`config.mk`:
```
export PLATFORM = sky130hd
export DESIGN_NAME = issue_pair_queue_flat
export DESIGN_NICKNAME = d
export VERILOG_FILES = /design/src/rtl/issue_pair_queue_if.sv /design/src/rtl/issue_pair_queue.sv /design/src/flat_wrapper.sv
export SDC_FILE = /design/constraint.sdc
export NUM_CORES = 1
export LEC_CHECK = 0
export ABC_CLOCK_PERIOD_IN_PS = 7300
export BUFFER_PORTS_ARGS = -buffer_cell sky130_fd_sc_hd__buf_2
export CAP_MARGIN = 30
export CORE_MARGIN = 10
export CORE_UTILIZATION = 40
export DETAILED_ROUTE_END_ITERATION = 10
export PLACE_DENSITY = 0.61
export SLEW_MARGIN = 30
export SYNTH_ARGS = -nofsm -noshare
export SYNTH_HDL_FRONTEND = slang
export SYNTH_SLANG_ARGS = --single-unit
```
`constraint.sdc`:
```
create_clock -name clk -period 7.3 [get_ports clk]
set_input_delay 0.73 -clock clk [delete_from_list [all_inputs] [get_ports clk]]
set_output_delay 0.73 -clock clk [all_outputs]
set_load 0.01 [all_outputs]
```
`src/rtl/issue_pair_queue_if.sv`:
```
// Fetch-side and decode-side signal bundle for the dual-issue instruction queue.
// The fetch/hazard logic drives through master; the queue itself uses slave.
interface issue_pair_queue_if #(
    parameter int XLEN  = 32,
    parameter int DEPTH = 8
);
    logic [1:0]               fetch_valid;
    logic [XLEN-1:0]          fetch_instr0;
    logic [XLEN-1:0]          fetch_pc0;
    logic [XLEN-1:0]          fetch_instr1;
    logic [XLEN-1:0]          fetch_pc1;
    logic                     fetch_ready;
    logic                     issue_stall;
    logic                     flush;
    logic [XLEN-1:0]          instr_d;
    logic [XLEN-1:0]          pc_d;
    logic                     valid_d;
    logic [XLEN-1:0]          instr_d_2;
    logic [XLEN-1:0]          pc_d_2;
    logic                     valid_d_2;
    logic                     order_change_d;
    logic [4:0]               rdd;
    logic [4:0]               rdd_2;
    logic [$clog2(DEPTH):0]   occupancy;

    modport master (
        output fetch_valid, fetch_instr0, fetch_pc0, fetch_instr1, fetch_pc1,
               issue_stall, flush,
        input  fetch_ready, instr_d, pc_d, valid_d, instr_d_2, pc_d_2, valid_d_2,
               order_change_d, rdd, rdd_2, occupancy
    );

    modport slave (
        input  fetch_valid, fetch_instr0, fetch_pc0, fetch_instr1, fetch_pc1,
               issue_stall, flush,
        output fetch_ready, instr_d, pc_d, valid_d, instr_d_2, pc_d_2, valid_d_2,
               order_change_d, rdd, rdd_2, occupancy
    );
endinterface

```
`src/rtl/issue_pair_queue.sv`:
```
// Dual-issue instruction buffer and IF/ID register: circular queue filled two at a
// time by fetch, drained into an ALU/mem/branch lane (DP1) and an ALU-only lane (DP2).
module issue_pair_queue #(
    parameter int DEPTH = 8,
    parameter int XLEN  = 32
) (
    input  logic                clk,
    input  logic                rst,
    issue_pair_queue_if.slave   bus
);
    localparam int PW = $clog2(DEPTH);
    localparam int CW = PW + 1;

    logic [XLEN-1:0] instr_mem [DEPTH];
    logic [XLEN-1:0] pc_mem    [DEPTH];

    logic [PW-1:0]   head_q, head_d, tail_q, tail_d;
    logic [CW-1:0]   count_q, count_d;
    logic [XLEN-1:0] instr1_q, instr1_d, pc1_q, pc1_d;
    logic [XLEN-1:0] instr2_q, instr2_d, pc2_q, pc2_d;
    logic            valid1_q, valid1_d, valid2_q, valid2_d;
    logic            order_q, order_d;

    logic            fetch_ready, enq, two;
    logic [1:0]      enq_n, pop_n;
    logic [PW-1:0]   head_nx, tail_nx;
    logic [XLEN-1:0] ins_a, ins_b, pc_a, pc_b;
    logic            alu_a, alu_b;

    function automatic logic is_alu(input logic [6:0] op);
        return (op == 7'b0110011) || (op == 7'b0010011) ||
               (op == 7'b0110111) || (op == 7'b0010111);
    endfunction

    // Stores and branches carry no destination even though bits [11:7] are populated.
    function automatic logic [4:0] dest_of(input logic [6:0] op, input logic [4:0] rd,
                                           input logic v);
        return (v && op != 7'b0100011 && op != 7'b1100011) ? rd : 5'd0;
    endfunction

    assign head_nx     = head_q + PW'(1);
    assign tail_nx     = tail_q + PW'(1);
    assign fetch_ready = count_q <= CW'(DEPTH - 2);
    assign two         = &bus.fetch_valid;
    // bit0 gates everything, so the illegal 2'b10 pattern never enqueues.
    assign enq         = fetch_ready && bus.fetch_valid[0] && !bus.flush;
    assign enq_n       = enq ? (two ? 2'd2 : 2'd1) : 2'd0;

    assign ins_a = instr_mem[head_q];
    assign pc_a  = pc_mem[head_q];
    assign ins_b = instr_mem[head_nx];
    assign pc_b  = pc_mem[head_nx];
    assign alu_a = is_alu(ins_a[6:0]);
    assign alu_b = is_alu(ins_b[6:0]);

    always_comb begin
        instr1_d = instr1_q;
        pc1_d    = pc1_q;
        instr2_d = instr2_q;
        pc2_d    = pc2_q;
        valid1_d = valid1_q;
        valid2_d = valid2_q;
        order_d  = order_q;
        pop_n    = 2'd0;
        if (bus.flush) begin
            valid1_d = 1'b0;
            valid2_d = 1'b0;
            order_d  = 1'b0;
        end else if (!bus.issue_stall) begin
            valid1_d = 1'b0;
            valid2_d = 1'b0;
            order_d  = 1'b0;
            if (count_q == CW'(1)) begin
                instr1_d = ins_a;
                pc1_d    = pc_a;
                valid1_d = 1'b1;
                pop_n    = 2'd1;
            end else if (count_q >= CW'(2)) begin
                valid1_d = 1'b1;
                valid2_d = 1'b1;
                pop_n    = 2'd2;
                // A younger non-ALU op takes DP1 so the older ALU op can still dual-issue.
                if (alu_a && !alu_b) begin
                    instr1_d = ins_b;
                    pc1_d    = pc_b;
                    instr2_d = ins_a;
                    pc2_d    = pc_a;
                    order_d  = 1'b1;
                end else begin
                    instr1_d = ins_a;
                    pc1_d    = pc_a;
                    instr2_d = ins_b;
                    pc2_d    = pc_b;
                    if (!alu_a && !alu_b) begin
                        valid2_d = 1'b0;
                        pop_n    = 2'd1;
                    end
                end
            end
        end
    end

    always_comb begin
        head_d  = head_q + PW'(pop_n);
        tail_d  = tail_q + PW'(enq_n);
        count_d = count_q + CW'(enq_n) - CW'(pop_n);
        if (bus.flush) begin
            head_d  = '0;
            tail_d  = '0;
            count_d = '0;
        end
    end

    always_ff @(posedge clk) begin
        if (enq) begin
            instr_mem[tail_q] <= bus.fetch_instr0;
            pc_mem[tail_q]    <= bus.fetch_pc0;
            if (two) begin
                instr_mem[tail_nx] <= bus.fetch_instr1;
                pc_mem[tail_nx]    <= bus.fetch_pc1;
            end
        end
    end

    always_ff @(posedge clk or posedge rst) begin
        if (rst) begin
            head_q   <= '0;
            tail_q   <= '0;
            count_q  <= '0;
            instr1_q <= '0;
            pc1_q    <= '0;
            instr2_q <= '0;
            pc2_q    <= '0;
            valid1_q <= 1'b0;
            valid2_q <= 1'b0;
            order_q  <= 1'b0;
        end else begin
            head_q   <= head_d;
            tail_q   <= tail_d;
            count_q  <= count_d;
            instr1_q <= instr1_d;
            pc1_q    <= pc1_d;
            instr2_q <= instr2_d;
            pc2_q    <= pc2_d;
            valid1_q <= valid1_d;
            valid2_q <= valid2_d;
            order_q  <= order_d;
        end
    end

    assign bus.fetch_ready    = fetch_ready;
    assign bus.instr_d        = instr1_q;
    assign bus.pc_d           = pc1_q;
    assign bus.valid_d        = valid1_q;
    assign bus.instr_d_2      = instr2_q;
    assign bus.pc_d_2         = pc2_q;
    assign bus.valid_d_2      = valid2_q;
    assign bus.order_change_d = order_q;
    assign bus.rdd            = dest_of(instr1_q[6:0], instr1_q[11:7], valid1_q);
    assign bus.rdd_2          = dest_of(instr2_q[6:0], instr2_q[11:7], valid2_q);
    assign bus.occupancy      = count_q;
endmodule

```
`src/flat_wrapper.sv`:
```
// flat-port wrapper written by rule: the top's interface ports become plain ports
module issue_pair_queue_flat 
#(
    parameter int DEPTH = 8,
    parameter int XLEN  = 32
)
  (clk, rst, bus_fetch_valid, bus_fetch_instr0, bus_fetch_pc0, bus_fetch_instr1, bus_fetch_pc1, bus_issue_stall, bus_flush, bus_fetch_ready, bus_instr_d, bus_pc_d, bus_valid_d, bus_instr_d_2, bus_pc_d_2, bus_valid_d_2, bus_order_change_d, bus_rdd, bus_rdd_2, bus_occupancy);
  issue_pair_queue_if #(.XLEN(XLEN), .DEPTH(DEPTH)) bus_i ();
  input  logic clk;
  input  logic rst;
  input wire logic [$bits(bus_i.fetch_valid)-1:0] bus_fetch_valid;
  input wire logic [$bits(bus_i.fetch_instr0)-1:0] bus_fetch_instr0;
  input wire logic [$bits(bus_i.fetch_pc0)-1:0] bus_fetch_pc0;
  input wire logic [$bits(bus_i.fetch_instr1)-1:0] bus_fetch_instr1;
  input wire logic [$bits(bus_i.fetch_pc1)-1:0] bus_fetch_pc1;
  input wire logic [$bits(bus_i.issue_stall)-1:0] bus_issue_stall;
  input wire logic [$bits(bus_i.flush)-1:0] bus_flush;
  output wire logic [$bits(bus_i.fetch_ready)-1:0] bus_fetch_ready;
  output wire logic [$bits(bus_i.instr_d)-1:0] bus_instr_d;
  output wire logic [$bits(bus_i.pc_d)-1:0] bus_pc_d;
  output wire logic [$bits(bus_i.valid_d)-1:0] bus_valid_d;
  output wire logic [$bits(bus_i.instr_d_2)-1:0] bus_instr_d_2;
  output wire logic [$bits(bus_i.pc_d_2)-1:0] bus_pc_d_2;
  output wire logic [$bits(bus_i.valid_d_2)-1:0] bus_valid_d_2;
  output wire logic [$bits(bus_i.order_change_d)-1:0] bus_order_change_d;
  output wire logic [$bits(bus_i.rdd)-1:0] bus_rdd;
  output wire logic [$bits(bus_i.rdd_2)-1:0] bus_rdd_2;
  output wire logic [$bits(bus_i.occupancy)-1:0] bus_occupancy;
  assign bus_i.fetch_valid = bus_fetch_valid;
  assign bus_i.fetch_instr0 = bus_fetch_instr0;
  assign bus_i.fetch_pc0 = bus_fetch_pc0;
  assign bus_i.fetch_instr1 = bus_fetch_instr1;
  assign bus_i.fetch_pc1 = bus_fetch_pc1;
  assign bus_i.issue_stall = bus_issue_stall;
  assign bus_i.flush = bus_flush;
  assign bus_fetch_ready = bus_i.fetch_ready;
  assign bus_instr_d = bus_i.instr_d;
  assign bus_pc_d = bus_i.pc_d;
  assign bus_valid_d = bus_i.valid_d;
  assign bus_instr_d_2 = bus_i.instr_d_2;
  assign bus_pc_d_2 = bus_i.pc_d_2;
  assign bus_valid_d_2 = bus_i.valid_d_2;
  assign bus_order_change_d = bus_i.order_change_d;
  assign bus_rdd = bus_i.rdd;
  assign bus_rdd_2 = bus_i.rdd_2;
  assign bus_occupancy = bus_i.occupancy;
  issue_pair_queue #(.DEPTH(DEPTH), .XLEN(XLEN)) u_core (.clk(clk), .rst(rst), .bus(bus_i));
endmodule
```
==> run_results.csv <==
group,metric,value,unit
run,cap_violations,0,
cts,hold_buffers,0,
cells_and_area,stdcell_area,40900,um2
route,postRouteAntennaNets,0,
logic_synthesis,yosysWarnings,0,
route,vias_per_cell,6.13,
logic_synthesis,synthMuxAreaShare,0.358,
logic_synthesis,synth_xor_area_frac,0.00172,
cells_and_area,utilization,0.462,
worst_setup_path,crit_type,"flop to flop",
cts,root_buffer,"clkbuf_16",
cells_and_area,multi_input_area,16100,um2
placed_design,place_area,38300,um2
cts,cts.clk_slew.worst_paths,60,ps
logic_synthesis,synth_ff_type,"edfxtp_1",
cts,ctsResizeCount,0,
worst_setup_path,crit_required,7790,ps
sta,final_max_slew_viol_count,0,
cells_and_area,syn2layout_area_growth,14.4,%
die,dieArea,102000,um2
worst_setup_path,critical_path.most_common_cell,"a21o_1",
cts,clkLatencyLatePin,620,ps
worst_setup_path,critPathMaxFanout,37,
pwr,internal-power,0.00820,W
global_routing,grt_usage,0.216,
sta,setup_slack,2250,ps
cts,cts.sinks,653,
logic_synthesis,synth_nets,2442,
placed_design,place.port_buffers,279,
cts,cts_buffer_depth,3,
sta,max_clock_freq,0.198,GHz
sta,relSlewSlack,0.330,
route,drt_iter0_markers,2102,
cts,cts_buffers,72,
logic_synthesis,synth_top_family_by_area,"multiplexers",
sta,fin_crit_sh,0.692,
cells_and_area,final_common_cell,"mux2_2",
cts,post_cts_buffers,0,
pwr,sequentialPowerShare,0.402,
pwr,swShare,0.316,
global_routing,grt_pass1_vias,24000,
pwr,cellPowerDensity,294,nW/um2
logic_synthesis,synth_cells,2294,
logic_synthesis,ys_ff_latch,653,
sta,rsz0062_at_grt,"false",
global_routing,antenna_found_initial,45,
cells_and_area,drive_gt1_frac,0.487,
die,num_rows,109,
sta,tns,0,ps
pwr,p_comb_frac,0.285,
pwr,clkPwrFrac,0.313,
worst_setup_path,arrival,5540,ps
route,detail_route.first_pass.iterations,5,
logic_synthesis,synthArstFlopShare,0.216,
cells_and_area,mostFrequentLayoutCells,"534 x mux2_2, 512 x edfxtp_1, 279 x buf_2, 238 x mux4_2, 142 x mux2i_1",
global_routing,grt_pass1_wl,164000,um
sta,finalCriticalPeriod,5050,ps
worst_setup_path,critical-path-max-stage-delay,650,ps
pwr,power_switching,0.00380,W
cells_and_area,nets,2657,
logic_synthesis,synth_compound_area_frac,0.0521,
sta,finClkSkew,23.0,ps
sta,finalSetupViolations,0,
logic_synthesis,synth_fa_ha_area_frac,0.00574,
cells_and_area,layout.area.seq,18900,um2
global_routing,overflow,0,
route,drcViolationCount,0,
die,io_pins,280,
worst_setup_path,slowest_stage,"ha_4",
sta,tightest_slew,1000,ps
pwr,p_leak,14.8,nW
route,vias,23000,
die,initial_utilization,0.404,
logic_synthesis,synth.distinct_cells,48,
worst_setup_path,ff2ff_path_depth,13,
worst_setup_path,cp-end-kind,"flop",
logic_synthesis,synth-simple-area-share,0.0266,
worst_setup_path,start_kind,"flop",
cts,h-tree-depth,3,
logic_synthesis,netlist_area,35700,um2
worst_setup_path,cp_cell_sequence,"ha_4 > buf_4 > mux4_2 > mux2i_1 > or2_0 > or2_2 > a21o_1 > fa_1 > ha_1 > a21o_1 > a21oi_1 > xnor2_1 > nor2_1",
hold_path,hold_class,"input port to asynchronous set/reset pin",
die,core_area,88500,um2
placed_design,gp_congestion,0.792,
placed_design,dp_hpwl,67400,um
pwr,peakVddDrop,0.207,mV
route,routedWlPerCell,30.0,um
logic_synthesis,synth_edf_count,512,
sta,hold_viol,0,
placed_design,place_ws,2230,ps
die,die_w,319,um
die,fp.dieH,319,um
run_status,outcome,"finished clean",
cts,tritoncts,"done",
route,wl,113000,um
cells_and_area,n_fill_cell,7577,
logic_synthesis,synth.avg_cell_area,15.6,um2
global_routing,grt_max_degree,86,
logic_synthesis,ys_seq_area_frac,0.529,
sta,hold_slack,66.0,ps
==> through the flow <==
stage | power (W) | std cells
2_1_floorplan | 0.00705 | 2294
3_3_place_gp | 0.00824 | 3598
3_5_place_dp | 0.00832 | 3598
4_1_cts | 0.0121 | 3732
5_1_grt | 0.0125 | 3753
6_report | 0.0120 | 3756
==> synthesized netlist by cell type (all sizes together), types with 11 or more instances <==
cell      n  area [um2]
and2     11        68.8
mux2i   142        1420
a21oi    89         445
edfxtp  512       15400
a221oi   16         140
mux4    238        5360
nor2     50         188
clkbuf   74         278
buf     114         617
mux2    534        6010
inv      15        56.3
a22o     86         753
nand2   138         518
o21ai    56         280
dfrtp   141        3530
==> critical path: cells and delay by family, from the launching register on <==
| family | cells | cell delay [ps] |
|---|---|---|
| fa+ha+maj | 3 | 1440 |
| mux | 2 | 810 |
| simple gates | 3 | 710 |
| flops | 1 | 610 |
| buf+inv | 1 | 610 |
| compound gates | 3 | 580 |
| xor+xnor | 1 | 150 |
==> cell families (layout without fill, tap and decap cells) <==
logic type,count (synthesis),in the layout
AOI/OAI and AO/OA,277,277
xor gates and xnor gates,7,7
adders and majority gates,14,14
buffers and inverters,204,479
DFF,653,653
muxes,914,914
other,0,22
and+or+nand+nor,225,225
==> routing by layer <==
layer  routed length (um)  vias to the layer above  global-route usage
li1                     -                     9666                   -
met1                44700                    12100               0.271
met2                55400                      952               0.355
met3                 8450                      229              0.0472
met4                 3900                       32              0.0962
met5                  188                        -                   0
==> power by group through the flow <==
stage / registers, W / clock network [W] / logic (W)
2_1_floorplan: 0.00493 / 0 / 0.00211
3_3_place_gp: 0.00487 / 0 / 0.00337
3_5_place_dp: 0.00488 / 0 / 0.00344
4_1_cts: 0.00482 / 0.00382 / 0.00345
5_1_grt: 0.00486 / 0.00396 / 0.00369
6_report: 0.00482 / 0.00376 / 0.00342
==> cell type report <==
type / instances / area share
multi-input combinational: 1437 / 0.395
clock buffer: 100 / 0.0507
tap: 1165 / 0.0357
inverter: 16 / 0.00159
antenna: 22 / 0.00135
sequential: 653 / 0.463
timing repair buffer: 329 / 0.0446
clock inverter: 34 / 0.00873
==> path summary, 6_finish.rpt <==
path                                        start  slack, ps                      end
max in group asynchronous                     rst       5620         u_core.head_q[0]
hold / removal                                rst         70      u_core.bus.pc_d[20]
setup reg to reg                 u_core.head_q[0]       2250  u_core.bus.occupancy[3]
hold reg to reg            u_core.bus.instr_d[20]        480   u_core.bus.instr_d[20]
setup / recovery                 u_core.head_q[0]       2250  u_core.bus.occupancy[3]
min in group clk                  bus_issue_stall        450     u_core.bus.valid_d_2
==> sequential cells by signal, summed over array words and instances (netlist names) <==
signal                     flops
u_core.bus.order_change_d      1
u_core.head_q                  3
u_core.bus.pc_d_2             32
u_core.instr_mem             256
u_core.bus.instr_d_2          32
u_core.bus.occupancy           4
u_core.bus.valid_d             1
u_core.bus.pc_d               32
u_core.bus.instr_d            32
u_core.tail_q                  3
u_core.pc_mem                256
u_core.bus.valid_d_2           1
(Power assumes the default switching activity.)
